<file path="config.mk">
export PLATFORM = sky130hd
export DESIGN_NAME = pipe_skid_stage
export DESIGN_NICKNAME = d
export VERILOG_FILES = /design/src/rtl/pipe_skid_stage.sv
export SDC_FILE = /design/constraint.sdc
export NUM_CORES = 1
export LEC_CHECK = 0
export CAP_MARGIN = 20
export CORE_MARGIN = 5
export CORE_UTILIZATION = 51
export DETAILED_ROUTE_END_ITERATION = 7
export GPL_TIMING_DRIVEN = 0
export PLACE_DENSITY = 0.84
export SKIP_LAST_GASP = 1
export SYNTH_ARGS = -nofsm -noshare
export SYNTH_HDL_FRONTEND = slang
export SYNTH_SLANG_ARGS = --single-unit
</file>
<file path="constraint.sdc">
create_clock -name clk -period 9.3 [get_ports clk]
set_clock_uncertainty 0.15 [all_clocks]
set_input_delay 1.86 -clock clk [delete_from_list [all_inputs] [get_ports clk]]
set_output_delay 1.86 -clock clk [all_outputs]
set_load 0.02 [all_outputs]
</file>
<file path="src/rtl/pipe_skid_stage.sv">
// pipe_skid_stage: valid/ready pipeline register with a 2-entry skid buffer and a flop-driven in_ready.
// Define PIPE_SKID_STAGE_PERF_EN to add the stall_cnt / flush_drop_cnt performance counters.
module pipe_skid_stage #(
    parameter int DATA_W       = 32,
    parameter bit CLR_ON_FLUSH = 1'b0
) (
    input  logic              clk,
    input  logic              reset,
    input  logic              flush,
    input  logic              in_valid,
    output logic              in_ready,
    input  logic [DATA_W-1:0] in_data,
    output logic              out_valid,
    input  logic              out_ready,
    output logic [DATA_W-1:0] out_data
`ifdef PIPE_SKID_STAGE_PERF_EN
    ,
    output logic [31:0]       stall_cnt,
    output logic [31:0]       flush_drop_cnt
`endif
);

    // Encoding is the pair of valid flops: bit1 = skid valid, bit0 = main valid.
    typedef enum logic [1:0] {
        EMPTY = 2'b00,
        ONE   = 2'b01,
        TWO   = 2'b11
    } state_e;

    state_e            state_q, state_d;
    logic              inReady_q;
    logic [DATA_W-1:0] main_q, main_d;
    logic [DATA_W-1:0] skid_q, skid_d;
    logic              inFire, outFire;

    assign in_ready  = inReady_q;
    assign out_valid = (state_q != EMPTY);
    assign out_data  = main_q;
    assign inFire    = in_valid & inReady_q;
    assign outFire   = out_valid & out_ready;

    // Next-state and data-path steering; flush overrides every transition.
    always_comb begin
        state_d = state_q;
        main_d  = main_q;
        skid_d  = skid_q;
        case (state_q)
            EMPTY: begin
                if (inFire) begin
                    state_d = ONE;
                    main_d  = in_data;
                end
            end
            ONE: begin
                if (inFire && outFire) begin
                    main_d = in_data;
                end else if (inFire) begin
                    state_d = TWO;
                    skid_d  = in_data;
                end else if (outFire) begin
                    state_d = EMPTY;
                end
            end
            TWO: begin
                if (outFire) begin
                    state_d = ONE;
                    main_d  = skid_q;
                end
            end
            default: state_d = EMPTY;
        endcase
        if (flush) begin
            state_d = EMPTY;
            if (CLR_ON_FLUSH) begin
                main_d = '0;
                skid_d = '0;
            end
        end
    end

    // in_ready is registered from the next state so the allowin path stays local.
    always_ff @(posedge clk) begin
        if (reset) begin
            state_q   <= EMPTY;
            inReady_q <= 1'b1;
        end else begin
            state_q   <= state_d;
            inReady_q <= (state_d != TWO);
        end
    end

    always_ff @(posedge clk) begin
        if (CLR_ON_FLUSH && reset) begin
            main_q <= '0;
            skid_q <= '0;
        end else begin
            main_q <= main_d;
            skid_q <= skid_d;
        end
    end

`ifdef PIPE_SKID_STAGE_PERF_EN
    logic [31:0] stallCnt_q;
    logic [31:0] dropCnt_q;
    logic [31:0] dropInc;

    // Entries lost to a flush: held ones not taken downstream, plus any same-cycle arrival.
    always_comb begin
        dropInc = 32'(out_valid) + 32'(state_q == TWO) - 32'(outFire) + 32'(inFire);
    end

    always_ff @(posedge clk) begin
        if (reset) begin
            stallCnt_q <= '0;
            dropCnt_q  <= '0;
        end else begin
            stallCnt_q <= stallCnt_q + 32'(out_valid & ~out_ready);
            if (flush) begin
                dropCnt_q <= dropCnt_q + dropInc;
            end
        end
    end

    assign stall_cnt      = stallCnt_q;
    assign flush_drop_cnt = dropCnt_q;
`endif

endmodule

</file>
---- Yosys cells after proc, flatten, opt, wreduce, memory -nomap -nowiden ----
Cells that the tools add are included.
storage, ports and cells
  bits in registers ....................... 67
  input bits .............................. 37
  output and inout port bits .............. 34
  word-level logic and storage cells ...... 30
operators by class
  equal/unequal tests ..................... 6
  multiplexer cells ....................... 11
  bitwise logic cells ..................... 3
  reduce and logical (&&, ||, !) cells .... 6
operators with widths
  cell                  number
  $mux W32              3
  $pmux W32 S3          1
  $mux W2               6
  $ne A2 B2 Y1 const B  4
  $pmux W2 S3           1
  $reduce_and A4 Y1     1
  $reduce_and A3 Y1     1
  $reduce_bool A3 Y1    1
  $and A1 B1 Y1         2
  $eq A2 B1 Y1 const B  1
  $eq A2 B2 Y1 const B  1
  $logic_not A2 Y1      1
  $reduce_bool A2 Y1    1
  $logic_and A1 B1 Y1   1
  $not A1 Y1            1

---- Longest topological paths before layout ----
  word-level depth ........................ 8
  mapped depth ............................ 6

---- Worst setup path before layout ----
OpenSTA, ideal clock, no wires.
  kind .................................... in2reg
  start point ............................. in out_ready
  end point ............................... reg main_q[0] (netlist: out_data[0]), enable pin
  arrival ................................. 3.925 ns
  slack ................................... 4.792 ns
  stages .................................. 4
  path buffers ............................ 0
  cell sequence ........................... nand2b_4 -> a221oi_1 -> inv_1 -> o22ai_1
between the ends
  longest elaborated chain between the ends .. 4
  elaborated cells between the ends (all ways) .. 5
  classes of those cells .................. eq/ne (2); bitwise (1); reduce/logical (2)
ends and longest elaborated chain
  item                             line  text
  from (decl)                      14    input logic out_ready,
  $and A1 B1 Y1 (*)                40    assign outFire = out_valid & out_ready;
  $logic_and A1 B1 Y1              55    if (inFire && outFire) begin
  $ne A2 B2 Y1 (no line)           -
  $reduce_and A4 Y1 (no line) (*)  -
  to (signal assigned)             97    main_q <= main_d;
  to (decl)                        32    logic [DATA_W-1:0] main_q, main_d;
Every way passes the cells marked *; elsewhere a longest branch is shown, timed or not.
A chain may end at the register's enable or synchronous reset.

---- Final worst setup path ----
  start point ............................. in out_ready
  end point ............................... reg main_q[13] (netlist: out_data[13]), enable pin
The elaborated chain is that of the path after synthesis.

==> metrics.yaml <==
floorplanning:
  rows: 25
  io_pins: 71
  die_w_um: 80.9
  die_h_um: 80.9
  core-area_mm2: 0.00479
  initial_utilization_pct: 53.5
  die-area_mm2: 0.00654
placed_design:
  gp_congestion: 0.804
  io_buffer_count: 70
  pre_cts_ws_ps: 5060
  hpwl_um: 3630
  placed_cell_area_mm2: 0.00341
logic_synthesis:
  yosys.area_share.simple_pct: 2.10
  synth.top_cell.area_share_pct: 75.0
  synthAdderAreaFrac_pct: 1.95
  syn_avg_cell_area_um2: 20.2
  synthMuxAreaShare_pct: 14.1
  synth_top_family_by_area: "multiplexers"
  ys_ff_latch: 67
  ys_warn_count: 0
  syn-num-nets: 168
  seq_area_frac_synth_pct: 77.4
  ys_top_cells_by_area: "edfxtp_1 75%, mux2_2 14%, dfxtp_1 2.3%"
  netlist_area_mm2: 0.00256
  synth_compound_area_share_pct: 2.64
  syn_inst: 127
  synth.distinct_cells: 20
  synthXorXnorAreaFrac_pct: 0
  yosys.area.top_type: "edfxtp_1"
final_layout:
  diodes: 0
  final_common_cell: "clkdlybuf4s50_1"
  layout_common_cells: "70 x clkdlybuf4s50_1, 64 x edfxtp_1, 32 x mux2_2, 10 x clkbuf_8, 5 x inv_1"
  design_area_mm2: 0.00365
  post-route-util_pct: 76.3
  drive_gt1_share_pct: 26.5
  fin_nets: 251
  area_growth_syn_to_layout_pct: 42.6
power_and_ir_drop:
  clkPwrFrac_pct: 39.9
  p_per_area_mw_per_mm2: 198
  totalPowerFinal_uw: 723
  pwr-share-comb_pct: 11.3
  intPower_uw: 570
  cellLeakagePower_uw: 0.00127
  switchingPower_uw: 153
  p_seq_share_pct: 48.9
  power_switching_share_pct: 21.1
  peakVddDrop_uv: 166
clock_network:
  clk_latency_ps: 340
  postCtsSetupBuffers: 0
  clkTransAtPathRegs_ps: 80
  cts_buffers: 9
  clockRootBuffer: "clkbuf_8"
  postCtsHoldBufs: 0
  clock_sinks: 67
  clockBufferDepth: 2
  cts_tree: "built"
  cts_resized: 0
  h-tree-depth: 3
grt:
  grt_usage_pct: 17.2
  grt_pass1_vias: 1617
  grt_max_degree: 24
  gr-total-overflow: 0
  antenna_found_initial: 0
  grt_pass1_wl_um: 8060
timing:
  finalHoldViolCount: 0
  drv_slew: 0
  post-route-period-util_pct: 41.9
  fin_ws_ps: 5410
  min_period_ps: 3890
  tightestPinTransition_ps: 630
  relSlewSlack_pct: 58.0
  finalSetupTns_ps: 0
  setup_viol: 0
  rsz0062_at_grt: "no"
  fmax_ghz: 0.257
worst_setup_path:
  path_class: "in -> reg"
  cp.arrival_ps: 3780
  required_ps: 9180
  start_kind: "input pin"
  endpoint_kind: "register"
  r2r_slack_ps: 6610
  cp_max_fo: 18
route:
  avgRoutedWirePerCell_um: 18.3
  drt_first_pass_iters: 4
  wl_um: 5160
  vias: 1424
  drtIter0Drc: 115
  drcViolationCount: 0
  final_antenna_net_count: 0
  viasPerCell: 5.05
min_path:
  hold_class: "reg -> reg"
outcome:
  outcome: "complete, no violations"
flow_run:
  cap_violations: 0
[logic make-up after synthesis]
group,Yosys count
AOI/OAI and AO/OA,7
DFF,67
buffers and inverters,9
muxes,32
adders and majority gates,4
and+or+nand+nor,8
[state kept, by name (all words and copies together) (netlist names)]
register  flops
out_data     32
skid_q       32
state_q       2
in_ready      1
[power groups by stage]
stage | Clock (µW) | Sequential, µW | Combinational (µW)
after floorplan | 0 | 376 | 16.2
after global placement | 0 | 361 | 73.9
after detailed placement | 0 | 360 | 81.8
after CTS | 290 | 354 | 82.3
after global routing | 305 | 355 | 85.7
final | 288 | 353 | 81.5
[layer usage]
metal	part of all wire (%)	vias up	GRT usage, %
met4	1.3	0	7.77
li1	-	661	-
met2	56	43	30.5
met5	0	-	0
met1	39	712	19.1
met3	4.6	8	4.88
[Yosys cell counts (all sizes together)]
| cell | n |
|---|---|
| dfxtp | 3 |
| nor4 | 1 |
| o21ai | 1 |
| nand2b | 2 |
| nor2b | 1 |
| mux2 | 32 |
| a221oi | 1 |
| buf | 3 |
| o22ai | 2 |
| a21o | 1 |
| edfxtp | 64 |
| nand2 | 2 |
| a31oi | 1 |
| a2111oi | 1 |
| inv | 5 |
| ha | 4 |
| clkbuf | 1 |
| and2 | 1 |
| nand3 | 1 |
[worst paths after layout]
path | from | to | depth (start not counted)
setup / recovery | out_ready | out_data[13] | 6
hold / removal | skid_q[2] | out_data[2] | 1
setup reg to reg | state_q[0] | out_data[13] | 7
hold reg to reg | skid_q[2] | out_data[2] | 1
[cell type report]
| cell class | instances | area (µm²) |
|---|---|---|
| Clock buffer | 9 | 124 |
| Buffer | 4 | 28.8 |
| Inverter | 5 | 18.8 |
| Fill cell | 284 | 1130 |
| Clock inverter | 7 | 115 |
| Tap cell | 67 | 83.8 |
| Timing Repair Buffer | 72 | 756 |
| Multi-Input combinational cell | 51 | 546 |
| Sequential cell | 67 | 1980 |
[worst max-delay path, cell delays in order]
cell	delay, ps
clkdlybuf4s50_1	540
nand2b_4	90
a221oi_1	400
inv_1	130
o22ai_4	510
buf_16	240
[stage by stage]
stage          hold WS, ps  instances
2_1_floorplan          373        127
3_3_place_gp           377        264
3_5_place_dp           384        266
4_1_cts                399        282
5_1_grt                400        282
6_report               395        282
Power figures use the tool's default switching activity.
